## src/rtl/ucode_loader.sv

```systemverilog
// ----------------------------------------------------------------------------
// ucode_loader
//
// Boot-time loader for the writable control store of the microprogrammed ARM
// control unit. Microcode arrives as a byte stream (valid/ready). Bytes are
// paired high-then-low into 16-bit control words, and each word is written to
// the control store at consecutive addresses 0..DEPTH-1. A trailing checksum
// byte must equal the XOR of every data byte. The core is held in reset
// (core_hold_o) until a load finishes with a good checksum.
//
// Build option:
//   UCODE_TIMEOUT_EN - when defined, a load that sees no accepted byte for
//                      TIMEOUT_CYC consecutive cycles ends in the error state.
//
// Ports:
//   clk_i        in   clock, rising edge
//   reset_i      in   synchronous, active-high reset
//   start_i      in   one-cycle pulse that begins a load (IDLE/DONE/ERR only)
//   in_valid_i   in   byte-stream valid
//   in_data_i    in   byte-stream data [7:0]
//   in_ready_o   out  byte-stream ready (LOAD_HI, LOAD_LO, CHECK)
//   wr_en_o      out  control-store write strobe, one-cycle pulse
//   wr_adr_o     out  control-store write address [ADDR_W-1:0]
//   wr_data_o    out  control-store write data [WORD_W-1:0]
//   core_hold_o  out  holds the core/sequencer in reset while 1
//   done_o       out  load complete with good checksum (level)
//   err_o        out  checksum mismatch or timeout (level)
// ----------------------------------------------------------------------------
module ucode_loader #(
    parameter int ADDR_W      = 4,
    parameter int WORD_W      = 16,
    parameter int DEPTH       = 16,
    parameter int TIMEOUT_CYC = 1024
) (
    input  logic              clk_i,
    input  logic              reset_i,
    input  logic              start_i,
    input  logic              in_valid_i,
    input  logic [7:0]        in_data_i,
    output logic              in_ready_o,
    output logic              wr_en_o,
    output logic [ADDR_W-1:0] wr_adr_o,
    output logic [WORD_W-1:0] wr_data_o,
    output logic              core_hold_o,
    output logic              done_o,
    output logic              err_o
);

    // Elaboration-time parameter sanity checks.
    if (WORD_W != 16) begin : g_bad_word_w
        $error("ucode_loader: WORD_W must be 16 (two bytes per word)");
    end
    if (DEPTH < 1 || DEPTH > (1 << ADDR_W)) begin : g_bad_depth
        $error("ucode_loader: DEPTH must be in 1..2**ADDR_W");
    end
    if (TIMEOUT_CYC < 1) begin : g_bad_timeout
        $error("ucode_loader: TIMEOUT_CYC must be at least 1");
    end

    typedef enum logic [2:0] {
        S_IDLE,
        S_LOAD_HI,
        S_LOAD_LO,
        S_CHECK,
        S_DONE,
        S_ERR
    } state_e;

    localparam logic [ADDR_W-1:0] LAST_ADR = ADDR_W'(DEPTH - 1);

    state_e              state_q, state_d;
    logic [7:0]          hi_q, hi_d;
    logic [ADDR_W-1:0]   cnt_q, cnt_d;
    logic [7:0]          acc_q, acc_d;
    logic                wr_en_q, wr_en_d;
    logic [ADDR_W-1:0]   wr_adr_q, wr_adr_d;
    logic [WORD_W-1:0]   wr_data_q, wr_data_d;

    logic                loading;
    logic                accept;
    logic                timeout;

    assign loading = (state_q == S_LOAD_HI) || (state_q == S_LOAD_LO) ||
                     (state_q == S_CHECK);
    assign accept  = in_valid_i && loading;

`ifdef UCODE_TIMEOUT_EN
    localparam int TMO_W = (TIMEOUT_CYC > 1) ? $clog2(TIMEOUT_CYC) : 1;
    localparam logic [TMO_W-1:0] TMO_LAST = TMO_W'(TIMEOUT_CYC - 1);

    logic [TMO_W-1:0] tmo_q, tmo_d;

    // The counter rests at zero outside a load, so entering LOAD_HI always
    // starts a fresh idle window; every accepted byte restarts it as well.
    // An accepted byte in the final cycle takes precedence over the timeout.
    assign timeout = loading && !accept && (tmo_q == TMO_LAST);

    always_comb begin
        tmo_d = tmo_q;
        if (!loading || accept) begin
            tmo_d = '0;
        end else if (!timeout) begin
            tmo_d = tmo_q + 1'b1;
        end
    end

    always_ff @(posedge clk_i) begin
        if (reset_i) begin
            tmo_q <= '0;
        end else begin
            tmo_q <= tmo_d;
        end
    end
`else
    // Without the timeout option the loader waits indefinitely for bytes.
    assign timeout = 1'b0;
`endif

    // Next-state and datapath logic.
    // NOTE: every variable gets a default at the top of the block so that no
    // path through the case statement leaves it unassigned (which would infer
    // a latch).
    always_comb begin
        state_d   = state_q;
        hi_d      = hi_q;
        cnt_d     = cnt_q;
        acc_d     = acc_q;
        wr_en_d   = 1'b0;
        wr_adr_d  = wr_adr_q;
        wr_data_d = wr_data_q;

        unique case (state_q)
            S_IDLE, S_DONE, S_ERR: begin
                if (start_i) begin
                    state_d = S_LOAD_HI;
                    cnt_d   = '0;
                    acc_d   = '0;
                end
            end
            S_LOAD_HI: begin
                if (accept) begin
                    hi_d    = in_data_i;
                    acc_d   = acc_q ^ in_data_i;
                    state_d = S_LOAD_LO;
                end
            end
            S_LOAD_LO: begin
                if (accept) begin
                    acc_d     = acc_q ^ in_data_i;
                    wr_en_d   = 1'b1;
                    wr_adr_d  = cnt_q;
                    wr_data_d = {hi_q, in_data_i};
                    // The counter stops at the last address instead of
                    // wrapping, so a full-depth store ends at the max address.
                    if (cnt_q == LAST_ADR) begin
                        state_d = S_CHECK;
                    end else begin
                        cnt_d   = cnt_q + 1'b1;
                        state_d = S_LOAD_HI;
                    end
                end
            end
            S_CHECK: begin
                if (accept) begin
                    state_d = (in_data_i == acc_q) ? S_DONE : S_ERR;
                end
            end
            default: begin
                state_d = S_IDLE;
            end
        endcase

        if (timeout) begin
            state_d = S_ERR;
        end
    end

    // NOTE: sequential state is updated with non-blocking assignments so all
    // registers sample their inputs from the same pre-edge values.
    always_ff @(posedge clk_i) begin
        if (reset_i) begin
            state_q   <= S_IDLE;
            hi_q      <= '0;
            cnt_q     <= '0;
            acc_q     <= '0;
            wr_en_q   <= 1'b0;
            wr_adr_q  <= '0;
            wr_data_q <= '0;
        end else begin
            state_q   <= state_d;
            hi_q      <= hi_d;
            cnt_q     <= cnt_d;
            acc_q     <= acc_d;
            wr_en_q   <= wr_en_d;
            wr_adr_q  <= wr_adr_d;
            wr_data_q <= wr_data_d;
        end
    end

    // Status outputs are pure decodes of the registered state: done and err
    // are exclusive by construction and the core is released only in DONE.
    assign in_ready_o  = loading;
    assign wr_en_o     = wr_en_q;
    assign wr_adr_o    = wr_adr_q;
    assign wr_data_o   = wr_data_q;
    assign done_o      = (state_q == S_DONE);
    assign err_o       = (state_q == S_ERR);
    assign core_hold_o = (state_q != S_DONE);

endmodule

```

## config.mk

```make
export PLATFORM = sky130hd
export DESIGN_NAME = ucode_loader
export DESIGN_NICKNAME = d
export VERILOG_FILES = /design/src/rtl/ucode_loader.sv
export SDC_FILE = /design/constraint.sdc
export NUM_CORES = 1
export LEC_CHECK = 0
export BUFFER_PORTS_ARGS = -buffer_cell sky130_fd_sc_hd__buf_2
export CAP_MARGIN = 40
export CORE_MARGIN = 2
export CORE_UTILIZATION = 35
export DETAILED_ROUTE_END_ITERATION = 12
export GPL_TIMING_DRIVEN = 0
export SLEW_MARGIN = 20
export SYNTH_ARGS = -nofsm -noshare
export SYNTH_HDL_FRONTEND = slang
export SYNTH_SLANG_ARGS = --single-unit
```

## constraint.sdc

```tcl
create_clock -name clk_i -period 1.7 [get_ports clk_i]
set_clock_uncertainty 0.15 [all_clocks]
set_input_delay 0.34 -clock clk_i [delete_from_list [all_inputs] [get_ports clk_i]]
set_output_delay 0.34 -clock clk_i [all_outputs]
set_load 0.02 [all_outputs]
```

# == Yosys cells after proc, flatten, opt, wreduce, memory -nomap -nowiden ==
# Cells that the tools add are included.
# classes
addsub,1
eq_ne,14
muxes,15
bitwise,2
n_reduce_logical,14
# op_table
op,n
2-to-1 mux 8 bit,2
one-hot mux 8 bit (2 select lines),1
2-to-1 mux 3 bit,4
2-to-1 mux 4 bit,3
one-hot mux 3 bit (4 select lines),1
"inequality test 2 bit, second input constant",5
== test 8 bit,1
one-hot mux 4 bit (2 select lines),1
AND reduction 4 bit,2
bitwise XOR 8 bit,1
"== test 3 x 2 -> 1 bit, second input constant",2
"== test 3 bit, second input constant",2
"adder 4 x 1 -> 4 bit, second input constant",1
"== test 4 bit, second input constant",1
AND reduction 2 bit,2
nonzero test 2 bit,2
OR reduction 2 bit,2
"== test 3 x 1 -> 1 bit, second input constant",1
logical NOT 3 bit,1
"inequality test 3 bit, second input constant",1
AND reduction 3 bit,1
OR reduction 3 bit,1
logical OR 1 bit,2
2-to-1 mux 1 bit,2
other kinds (4),4
# word_totals
regBits,44
input_bits,12
out_inout_bits,25
word_cells,53

# == Longest topological paths before layout ==
# Gate-level depths: netlist (run 1).
# depth
depth_word,6
depth_mapped,6
depth_no_buf,5

# == Worst setup path before layout (run 1) ==
# No wires, ideal clock.
# synth_timing
path_kind,reg2out
from,reg state_q[2]
to,out core_hold_o
t_arrival_ps,1329
required_time_ps,1210
path_slack_ps,-119
path_stages_with_launch,5
path_buffers,1
path_cell_list,dfxtp_1 -> buf_4 -> inv_1 -> nor3_1 -> inv_1
# synth_via
elab_chain_len,1
# synth_rtl
element,line_no,rtl
start: declaration,71,"state_e state_q, state_d;"
start signal: assignment,190,state_q <= state_d;
inequality test 3 bit,208,assign core_hold_o = (state_q != S_DONE);
end: declaration,44,"output logic core_hold_o,"
# Every way passes these cells.

# == Final worst setup path (run 1) ==
# layout_timing
from,reg state_q[0]
to,out done_o
# layout_via
elab_chain_len,1
# layout_rtl
element,line_no,rtl
== test 3 bit,206,assign done_o = (state_q == S_DONE);
end: declaration,45,"output logic done_o,"
# Every way passes these cells.

==> results.txt, run 1 <==
----------------------------------------------------
[Timing]
  Timing-limited maximum frequency ... approximately 600 MHz
  Final number of setup-violating endpoints ... 0
  Clock period minus final worst setup slack ... ~1.7 ns
  Final hold viol count ... 0
  Hold Worst Slack ... between 0.1 and 0.15 ns
  Crit share post-route ... 0.9749
  Actual slew at the worst max-slew pin ... just over 0.5 ns
  RSZ-0062 raised after global routing ... yes
  Headroom to the max-slew limit ... 0.6601
  Number of max-slew violations in the final report ... 0

[Setup path]
  Critical path capture point type ... primary output
  Critical register-to-register path startpoint ... state_q[2]
  Kind of cell adding the most delay to the critical path ... flip-flops
  Crit path required time ... ~1.2 ns
  Number of cells on the worst reg-to-reg path ... 7
  Number of buffer and inverter stages on the critical path ... 2
  Critical Path, Cell by Cell ... buf_8 > nor3_4 > buf_2
  Kind of launch point of the worst setup path ... flip-flop
  Delay of the slowest cell on the worst path ... 0.37 ns
  Setup slack of the most critical reg-to-reg path ... ~0.07 ns
  Largest fanout of any net on the critical path ... 10
  Worst reg2reg endpoint ... wr_data_o[0]
  Critical path arrival ... about 1.2 ns
  Crit Path Category ... reg -> out
  Slowest library cell on the worst path ... dfxtp_4

[Route]
  Final routed wire length divided by cell count ... approximately 12 µm
  Antenna viol nets, final ... 0
  Wire length after detailed routing ... approximately 4200 µm
  Number of DRC markers in iteration 0 ... 96
  Total number of vias ... 1,659
  DRT Pass-1 Iters ... 4
  Per-cell via count in the routed design ... between 4 and 5
  DRC violations left ... 0

[Place]
  Post-Place Cells ... about 340
  Routability-driven placement congestion ratio ... between 0.7 and 0.8
  Post-detailed-placement half-perimeter wirelength ... roughly 3000 µm
  IO Port Bufs ... 35
  Post-Place Cell Area ... 2197 µm²

[Yosys]
  Seq cells post-synth ... 44
  Syn_nets ... about 240
  Async S/R FF share, synth ... 0
  Proportion of synthesized chip area in sequential cells ... 0.4571
  Yosys warning total ... 0
  Number of enable-type register cells in the synthesized netlist ... 0
  Leading register cell type out of synthesis ... dfxtp_1
  Count of different cell masters after synthesis ... 37
  Synth area leaders ... dfxtp_1 (46%), nand2_1 (8.6%), a21oi_1 (7.3%)
  Post-synthesis average cell area ... 8.451 µm²
  Post-Syn Area ... between 1500 and 2000 µm²
  Yosys top cell area share ... 0.4571
  Library cell with the largest summed area after synthesis ... dfxtp_1
  Syn Inst Count ... about 230

[Floorplan]
  Die ar. ... just over 6000 µm²
  Total number of placement rows ... 27
  Area of the core ... roughly 5400 µm²
  Effective utilization at floorplan ... 0.3565
  Die Ht ... 78.20 µm
  Chip Width ... between 70 and 80 µm
  I/O pin count ... 37

[Clock tree]
  Buffers from clock root to sink, at most ... 2
  Clock sinks ... between 40 and 50
  CTS buffer count ... 5
  Clock tree from TritonCTS ... done
  Clock transition time at the flip-flop clock pins of the worst setup and hold paths ... ~0.080 ns
  CTS H-Tree Depth ... 2
  Clk_lat worst skew ... 0.29 ns
  Hold-fix buffer count after cts ... 0
  Cell at the root of the clock tree ... clkbuf_8

[Global route]
  First-pass GRT wire length ... 6927 µm
  Global-route usage over all layers ... 0.1418
  Antenna violations before repair ... 0
  Remaining global-route overflow ... 0
  Number of global-route vias before repair ... 1,430
  Maximum number of pins on one net before global-route repair ... 15

[Cells and area]
  Final core area utilization ... 0.4380
  Number of diodes ... 0
  Share of layout cells above drive strength 1 ... 0.2628
  Number of fillers in the final layout ... 578
  Number of nets in the layout ... between 200 and 300
  Most common cell after layout, fill and taps aside ... nand2_1
  Final Non-Filler Cells ... between 300 and 400
  Area delta synth->final ... 22.86%
  Commonest cells after routing, fill and taps aside ... nand2_1 (44), dfxtp_1 (41), buf_2 (38)
  Final instance area ... about 2400 µm²

[Power]
  Worst vdd rail ir drop ... 0.0003752 V
  Static leakage ... 0.9093 nW
  Cell area power density ... approximately 840 nW/µm²

[Min path]
  Kind of path behind the tightest hold check ... in -> reg
  Number of instances on the worst hold path ... 2
  Worst Hold Endpoint ... wr_data_o[1]
  Start point of the worst hold path ... reset_i

[Outcome]
  Result of the run ... complete, no violations

[Run]
  Maximum capacitance violations ... 0

----------------------------------------------------
==> power by group <==
part | total [W] | leakage, nW | switching [W] | internal, W
combinational | 0.000254 | 0.503 | 0.000145 | 0.000110
clock | 0.000657 | 0.0479 | 0.000370 | 0.000287
sequential | 0.00108 | 0.358 | 0.0000237 | 0.00106
total | 0.00199 | 0.909 | 0.000539 | 0.00145
==> synth_stat cells (2+ instances only) <==
library cell	n
a21oi_1	28
buf_2	5
buf_4	4
buf_6	2
clkbuf_1	2
dfxtp_1	44
inv_1	3
mux2i_1	8
nand2_1	44
nand2b_1	10
nand3_1	2
nand4_1	4
nor2_1	14
nor3_1	10
o21ai_0	12
o21ai_1	8
xnor2_1	8
==> how the worst max path moves through the flow <==
stage | from | to | slack (ns) | cells past startpoint
final | state_q[0] | done_o | 0.04 | 3
after global routing | state_q[0] | done_o | -0.009 | 3
after CTS | state_q[0] | err_o | 0.02 | 3
after detailed placement | reset_i | acc_q[5] | 0.07 | 6
after global placement | state_q[1] | acc_q[2] | 0.07 | 4
after floorplan | state_q[2] | core_hold_o | 0.11 | 4
==> cell families (layout without fill, tap and decap cells) <==
| kind of cell | Yosys count | after routing | synth area share |
|---|---|---|---|
| AND/OR/NAND/NOR | 95 | 95 | 0.2429 |
| AO/OA/AOI/OAI | 54 | 54 | 0.1513 |
| flip-flops | 44 | 44 | 0.4571 |
| buffers and inverters | 16 | 62 | 0.05000 |
| XOR/XNOR | 9 | 9 | 0.04481 |
| multiplexers | 9 | 9 | 0.04740 |
| adder cells (fa/ha/maj) | 1 | 1 | 0.006492 |
==> registers in the layout, summed over array words and instances (netlist names) <==
name / cells
wr_en_o: 1
acc_q: 8
state_q: 3
wr_data_o: 16
wr_adr_o: 4
cnt_q: 4
hi_q: 8
==> through the flow <==
step	power, W	setup TNS (ns)	worst slack [ns]
floorplan	0.001271	0	0.1111
global placement	0.001346	0	0.07173
detailed placement	0.001347	0	0.07003
CTS	0.001998	0	0.01744
global route	0.002094	-0.02660	-0.009268
finish	0.001993	0	0.04259
==> repair_timing <==
| item | CTS | global route |
|---|---|---|
| setup endpoints to repair | 4 | 8 |
| cloned | 0 | 0 |
| resized for setup | 5 | 14 |
| buffers inserted | 1 | 2 |
| pin swaps | 1 | 2 |
==> layout make-up <==
class                   count  area (µm²)  share of cell area
multi-input cells         168       983.4              0.4154
inverters                   3       13.76            0.005814
well taps                  72       90.09             0.03805
flip-flops and latches     44       889.6              0.3758
plain buffers              13       98.84             0.04175
repair buffers             38       203.9             0.08615
clock inverters             3       18.77            0.007928
clock buffers               5       68.82             0.02907
==> layer usage <==
layer  share of wire  GRT usage  wire [µm]  vias to the layer above
met5               0          0          0                        -
met4          0.0098    0.04737         41                        0
met3           0.034    0.03218        144                        2
met2            0.45     0.2138       1870                       26
met1            0.51     0.2000       2131                      764
li1                -          -          -                      867
==> worst register-to-register path, delay by kind of cell, from the launching register on <==
family | cells | cell delay [ns]
buf+inv | 3 | 0.42
flops | 1 | 0.32
simple gates | 3 | 0.55
compound gates | 1 | 0.13
Note: power is estimated with default switching activity, not from simulation.
==> run 2, diff against run 1 <==
==> constraint.sdc (replaced) <==
create_clock -name clk_i -period 2 [get_ports clk_i]
set_clock_uncertainty 0.15 [all_clocks]
set_input_delay 0.4 -clock clk_i [delete_from_list [all_inputs] [get_ports clk_i]]
set_output_delay 0.4 -clock clk_i [all_outputs]
set_load 0.02 [all_outputs]
==> run 2 against run 1 <==
Net effect: critical path depth rose by 1; global-route usage fell by 0.41 points; die area did not move; routed wire length rose by 0.17%; clock power fell by 2%; combinational power fell by 19%.
==> results.txt, run 2 (synthesized netlist as in run 1, its figures left out) <==
----------------------------------------------------
[Power]
  Total power consumption of the routed design ... 0.001767 W (was 0.001993 W)
  Clk network pwr share ... 0.365 (was 0.330)
  Cell area power density ... 769.7 nW/µm² (was 842.1 nW/µm²)
  Worst vdd rail ir drop ... 0.0002774 V (was 0.0003752 V)
  Internal power of the cells ... 0.001343 W (was 0.001455 W)
  Relative contribution of sequential cells to total power ... 0.519 (was 0.543)
  Static leakage ... 0.8802 nW (was 0.9093 nW)
  Combinational power share ... 0.116 (was 0.128)
  Switching Fraction ... 0.2400 (was 0.2702)
  Total net switching power ... 0.0004241 W (was 0.0005387 W)

[Global route]
  Maximum number of pins on one net before global-route repair ... 13 (was 15)
  Antenna violations before repair ... 0 (unchanged)
  Number of global-route vias before repair ... 1,365 (was 1,430)
  Remaining global-route overflow ... 0 (unchanged)
  First-pass GRT wire length ... 6720 µm (was 6927 µm)
  Global-route usage over all layers ... 0.1376 (was 0.1418)

[Setup path]
  Critical register-to-register path startpoint ... state_q[0] (was state_q[2])
  Critical path arrival ... 1.28 ns (was 1.17 ns)
  Crit path required time ... 1.45 ns (was 1.21 ns)
  Critical path capture point type ... primary output (unchanged)
  Number of cells on the worst reg-to-reg path ... 6 (was 7)
  Worst reg2reg endpoint ... hi_q[3] (was wr_data_o[0])
  Kind of launch point of the worst setup path ... flip-flop (unchanged)
  Crit Path Category ... reg -> out (unchanged)
  Largest fanout of any net on the critical path ... 10 (unchanged)
  Setup slack of the most critical reg-to-reg path ... 0.39 ns (was 0.07 ns)

[Min path]
  Start point of the worst hold path ... reset_i (unchanged)
  Number of instances on the worst hold path ... 2 (unchanged)
  Worst Hold Endpoint ... cnt_q[1] (was wr_data_o[1])
  Kind of path behind the tightest hold check ... in -> reg (unchanged)

[Clock tree]
  Clock sinks ... 44 (unchanged)
  Hold-fix buffer count after cts ... 0 (unchanged)
  Buffers from clock root to sink, at most ... 2 (unchanged)
  Clock transition time at the flip-flop clock pins of the worst setup and hold paths ... 0.08 ns (about the same)
  CTS H-Tree Depth ... 2 (unchanged)
  Clk_lat worst skew ... 0.29 ns (about the same)
  CTS buffer count ... 5 (unchanged)
  Cell at the root of the clock tree ... clkbuf_8 (unchanged)
  Clock tree from TritonCTS ... done (unchanged)

[Timing]
  Final hold viol count ... 0 (unchanged)
  RSZ-0062 raised after global routing ... no (was yes)
  Hold Worst Slack ... 0.1984 ns (was 0.1347 ns)
  Worst setup slack after layout ... 0.1714 ns (was 0.04259 ns)
  Timing-limited maximum frequency ... between 500 and 600 MHz
  Number of max-slew violations in the final report ... 0 (unchanged)
  Actual slew at the worst max-slew pin ... 0.5086 ns (was 0.5098 ns)
  Headroom to the max-slew limit ... 0.6593 (was 0.6601)
  Final number of setup-violating endpoints ... 0 (unchanged)
  Crit share post-route ... 0.9143
  Clock period minus final worst setup slack ... roughly 1.8 ns
  Setup TNS ... 0 ns (unchanged)

[Run]
  Maximum capacitance violations ... 0 (unchanged)

[Cells and area]
  Number of nets in the layout ... 283 (was 286)
  Number of diodes ... 0 (unchanged)
  Area delta synth->final ... 19.16% (was 22.86%)
  Largest register FFs ... 16 (unchanged)
  Share of layout cells above drive strength 1 ... 0.2193 (was 0.2628)
  Number of fillers in the final layout ... 558 (was 578)
  Commonest cells after routing, fill and taps aside ... nand2_1 (44), dfxtp_1 (44), buf_2 (40) (was nand2_1 (44), dfxtp_1 (41), buf_2 (38))

[Floorplan]
  Chip Width ... 78.20 µm (unchanged)
  Total number of placement rows ... 27 (unchanged)
  Area of the core ... 5405 µm² (unchanged)
  I/O pin count ... 37 (unchanged)
  Die ar. ... 6114 µm² (unchanged)
  Effective utilization at floorplan ... 0.3565 (unchanged)
  Die Ht ... 78.20 µm (unchanged)

[Route]
  DRC violations left ... 0 (unchanged)
  Total number of vias ... 1,632 (was 1,659)
  Wire length after detailed routing ... 4195 µm (was 4188 µm)
  DRT Pass-1 Iters ... 4 (unchanged)
  Antenna viol nets, final ... 0 (unchanged)
  Number of DRC markers in iteration 0 ... 111 (was 96)
  Per-cell via count in the routed design ... 4.786 (was 4.795)
  Final routed wire length divided by cell count ... 12.30 µm (was 12.10 µm)

[Place]
  DP Worst Slack ... 0.3241 ns (was 0.07003 ns)
  IO Port Bufs ... 35 (unchanged)
  Post-detailed-placement half-perimeter wirelength ... 3031 µm (was 2978 µm)
  Routability-driven placement congestion ratio ... 0.7574 (was 0.7363)

[Outcome]
  Result of the run ... complete, no violations (unchanged)

----------------------------------------------------
==> run 2: cell count changes in the layout (fill, tap and decap cells not counted), moves of 2 or more <==
cell and delta:
dfxtp_4 -2, clkinv_2 -2, buf_6 -2, buf_4 -2, buf_2 +2, inv_1 +2
dfxtp_1 +3
==> run 2: per-layer routing <==
layer  routed length (µm)  vias to the layer above  global-route usage  part of all wire
li1                     -                      860                   -                 -
met1                 2163                      749              0.1950              0.52
met2                 1898                       21              0.2078              0.45
met3                  114                        2             0.03563             0.027
met4                   19                        0             0.03684            0.0045
met5                    0                        -                   0                 0
==> run 2: metrics by stage <==
stage	std cells	utilization	cell area [µm²]
2_1_floorplan	228	-	1927
3_3_place_gp	335	0.4056	2192
3_5_place_dp	335	0.4056	2192
4_1_cts	341	0.4238	2291
5_1_grt	341	0.4248	2296
6_report	341	0.4248	2296
==> run 2: final cells by class <==
| type | instances | area (µm²) | area share |
|---|---|---|---|
| Tap cell | 72 | 90.09 | 0.03924 |
| Timing Repair Buffer | 35 | 175.2 | 0.07629 |
| Inverter | 3 | 11.26 | 0.004905 |
| Clock inverter | 1 | 30.03 | 0.01308 |
| Sequential cell | 44 | 880.8 | 0.3837 |
| Buffer | 13 | 85.08 | 0.03706 |
| Multi-Input combinational cell | 168 | 954.7 | 0.4158 |
| Clock buffer | 5 | 68.82 | 0.02997 |
==> run 2: worst max-delay path by stage <==
stage	startpoint	to	slack, ns	cells after the start
2_1_floorplan	state_q[2]	core_hold_o	0.12	4
3_3_place_gp	reset_i	acc_q[3]	0.33	6
3_5_place_dp	reset_i	acc_q[5]	0.32	6
4_1_cts	state_q[2]	core_hold_o	0.14	5
5_1_grt	state_q[2]	err_o	0.06	4
6_report	state_q[1]	in_ready_o	0.17	4
==> run 2: what timing repair did <==
action	CTS	global route
endpoints found under the setup margin	0	1
gates resized for setup	0	1
buffers inserted	0	0
==> run 2: power by group through the flow <==
| stage | sequential (W) | clock (W) | combinational (W) |
|---|---|---|---|
| 3_5_place_dp | 0.000938 | 0 | 0.000207 |
| 2_1_floorplan | 0.000939 | 0 | 0.000142 |
| 6_report | 0.000917 | 0.000645 | 0.000206 |
| 3_3_place_gp | 0.000937 | 0 | 0.000205 |
| 4_1_cts | 0.000917 | 0.000660 | 0.000207 |
| 5_1_grt | 0.000921 | 0.000703 | 0.000227 |
==> run 2: critical path, stage by stage, from the launching register on <==
cell and delay, ns:
dfxtp_1 0.44, buf_2 0.26, nor2_1 0.06, nor2_1 0.07, buf_2 0.16
==> run 3, diff against run 2 <==
==> constraint.sdc (replaced) <==
create_clock -name clk_i -period 2.1 [get_ports clk_i]
set_clock_uncertainty 0.15 [all_clocks]
set_input_delay 0.42 -clock clk_i [delete_from_list [all_inputs] [get_ports clk_i]]
set_output_delay 0.42 -clock clk_i [all_outputs]
set_load 0.02 [all_outputs]
==> run 3 against run 2 <==
Net effect: sequential share of layout area is 0.084 points higher; sequential power down 4.8%; critical path depth rose by 1; global-route usage did not move; core utilization shrank 0.093 points; first-iteration DRC count is 3.6% higher; clock-buffer cell count did not move; critical path type unchanged; largest cell class unchanged; largest power group unchanged; clock power decreased by 4.8%; worst hold slack better by 0.020 ns; register-to-register slack better by 0.10 ns; setup slack gained 0.059 ns.
==> results.txt, run 3 (synthesized netlist as in run 1, its figures left out) <==
----------------------------------------------------
[Outcome]
  Result of the run ... complete, no violations (unchanged)

[Clock tree]
  Hold-fix buffer count after cts ... 0 (unchanged)
  CTS buffer count ... 5 (unchanged)
  PostCTS Resize Cnt ... 0 (unchanged)
  Cell at the root of the clock tree ... clkbuf_8 (unchanged)
  Number of buffers added for setup after CTS ... 0 (unchanged)
  Buffers from clock root to sink, at most ... 2 (unchanged)
  Clock transition time at the flip-flop clock pins of the worst setup and hold paths ... 0.08 ns (about the same)
  Clock sinks ... 44 (unchanged)
  Clock tree from TritonCTS ... done (unchanged)
  Clk_lat worst skew ... 0.29 ns (about the same)
  CTS H-Tree Depth ... 2 (unchanged)

[Min path]
  Kind of path behind the tightest hold check ... in -> reg (unchanged)
  Start point of the worst hold path ... reset_i (unchanged)
  Number of instances on the worst hold path ... 2 (unchanged)
  Worst Hold Endpoint ... cnt_q[1] (unchanged)

[Setup path]
  Number of buffer and inverter stages on the critical path ... 4 (was 2)
  Crit Path Category ... reg -> out (unchanged)
  Most prevalent standard cell on the critical path ... inv_1
  Worst reg2reg endpoint ... hi_q[3] (unchanged)
  Critical Path, Cell by Cell ... buf_4 > inv_1 > nor3_1 > inv_1 > buf_2 (was buf_2 > nor2_1 > nor2_1 > buf_2)
  Number of cells on the worst reg-to-reg path ... 6 (unchanged)
  Delay of the slowest cell on the worst path ... 0.31 ns (was 0.44 ns)
  Critical path arrival ... 1.30 ns (was 1.28 ns)
  Largest fanout of any net on the critical path ... 9 (was 10)
  Kind of cell adding the most delay to the critical path ... buffers and inverters (was flip-flops)
  Slowest library cell on the worst path ... dfxtp_1 (unchanged)
  Critical register-to-register path startpoint ... state_q[0] (unchanged)
  Setup slack of the most critical reg-to-reg path ... 0.49 ns (was 0.39 ns)
  Crit path required time ... 1.53 ns (was 1.45 ns)
  Critical path capture point type ... primary output (unchanged)
  Kind of launch point of the worst setup path ... flip-flop (unchanged)

[Cells and area]
  Largest register FFs ... 16 (unchanged)
  Share of layout cells above drive strength 1 ... 0.2156 (was 0.2193)
  Commonest cells after routing, fill and taps aside ... nand2_1 (44), dfxtp_1 (44), buf_2 (40) (unchanged)
  Final core area utilization ... 0.4238 (was 0.4248)
  Area delta synth->final ... 18.90% (was 19.16%)
  Number of nets in the layout ... 283 (unchanged)
  Number of fillers in the final layout ... 560 (was 558)
  Final Non-Filler Cells ... 341 (unchanged)
  Number of diodes ... 0 (unchanged)
  Final instance area ... 2291 µm² (was 2296 µm²)

[Place]
  Post-Place Cells ... 335 (unchanged)
  Post-detailed-placement half-perimeter wirelength ... 3031 µm (unchanged)
  Post-Place Cell Area ... 2192 µm² (unchanged)
  Routability-driven placement congestion ratio ... 0.7574 (unchanged)
  IO Port Bufs ... 35 (unchanged)

[Timing]
  Crit share post-route ... 0.8904
  Number of max-slew violations in the final report ... 0 (unchanged)
  Setup TNS ... 0 ns (unchanged)
  Timing-limited maximum frequency ... approximately 530 MHz
  RSZ-0062 raised after global routing ... no (unchanged)
  Clock period minus final worst setup slack ... roughly 1.9 ns
  Headroom to the max-slew limit ... 0.6617 (was 0.6593)
  Actual slew at the worst max-slew pin ... 0.5075 ns (was 0.5086 ns)
  Final number of setup-violating endpoints ... 0 (unchanged)
  Final hold viol count ... 0 (unchanged)

[Floorplan]
  Die Ht ... 78.20 µm (unchanged)
  I/O pin count ... 37 (unchanged)
  Chip Width ... 78.20 µm (unchanged)
  Total number of placement rows ... 27 (unchanged)
  Area of the core ... 5405 µm² (unchanged)
  Die ar. ... 6114 µm² (unchanged)
  Effective utilization at floorplan ... 0.3565 (unchanged)

[Global route]
  Remaining global-route overflow ... 0 (unchanged)
  Maximum number of pins on one net before global-route repair ... 13 (unchanged)
  Global-route usage over all layers ... 0.1376 (unchanged)
  Number of global-route vias before repair ... 1,365 (unchanged)
  First-pass GRT wire length ... 6720 µm (unchanged)
  Antenna violations before repair ... 0 (unchanged)

[Run]
  Maximum capacitance violations ... 0 (unchanged)

[Power]
  Combinational power share ... 0.116 (about the same)
  Relative contribution of sequential cells to total power ... 0.519 (about the same)
  Internal power of the cells ... 0.001279 W (was 0.001343 W)
  Worst vdd rail ir drop ... 0.0002642 V (was 0.0002774 V)
  Static leakage ... 0.8800 nW (was 0.8802 nW)
  Clk network pwr share ... 0.365 (about the same)
  Total net switching power ... 0.0004030 W (was 0.0004241 W)
  Cell area power density ... 734.2 nW/µm² (was 769.7 nW/µm²)
  Switching Fraction ... 0.2396 (was 0.2400)

[Route]
  Wire length after detailed routing ... 4192 µm (was 4195 µm)
  DRT Pass-1 Iters ... 4 (unchanged)
  Number of DRC markers in iteration 0 ... 115 (was 111)
  Per-cell via count in the routed design ... 4.777 (was 4.786)
  Total number of vias ... 1,629 (was 1,632)
  Antenna viol nets, final ... 0 (unchanged)
  Final routed wire length divided by cell count ... 12.29 µm (was 12.30 µm)
  DRC violations left ... 0 (unchanged)

----------------------------------------------------
==> run 3: layer usage <==
metal  up-vias  routed length [µm]  GRT usage
li1        860                   -          -
met1       744                2136     0.1950
met2        23                1900     0.2078
met3         2                 135    0.03563
met4         0                  19    0.03684
met5         -                   0          0
==> run 3: how the worst max path moves through the flow <==
stage,start,to,slack (ns),cells past startpoint
2_1_floorplan,state_q[2],core_hold_o,0.20,4
3_3_place_gp,reset_i,acc_q[3],0.41,6
3_5_place_dp,reset_i,acc_q[5],0.40,6
4_1_cts,state_q[2],core_hold_o,0.22,5
5_1_grt,state_q[2],core_hold_o,0.08,5
6_report,state_q[2],core_hold_o,0.23,5
==> run 3: per-stage QoR <==
step,total power [W],worst slack [ns],hold WS (ns)
floorplan,0.001029,0.2005,0.2812
global placement,0.001088,0.4067,0.2903
detailed placement,0.001090,0.4041,0.2935
CTS,0.001699,0.2172,0.2153
global route,0.001762,0.07627,0.2159
finish,0.001682,0.2302,0.2184
==> run 3: power by group through the flow <==
stage | clock [W] | combinational, W | sequential [W]
2_1_floorplan | 0 | 0.000135 | 0.000894
3_3_place_gp | 0 | 0.000196 | 0.000892
3_5_place_dp | 0 | 0.000197 | 0.000893
4_1_cts | 0.000628 | 0.000197 | 0.000873
5_1_grt | 0.000670 | 0.000215 | 0.000877
6_report | 0.000614 | 0.000195 | 0.000873
==> run 3: final cells by class <==
type                    count  area [µm²]  share of cell area
plain buffers              13       85.08             0.03714
clock buffers               5       68.82             0.03004
clock inverters             1       30.03             0.01311
inverters                   3       11.26            0.004915
multi-input cells         168       949.7              0.4145
flip-flops and latches     44       880.8              0.3845
well taps                  72       90.09             0.03932
repair buffers             35       175.2             0.07646
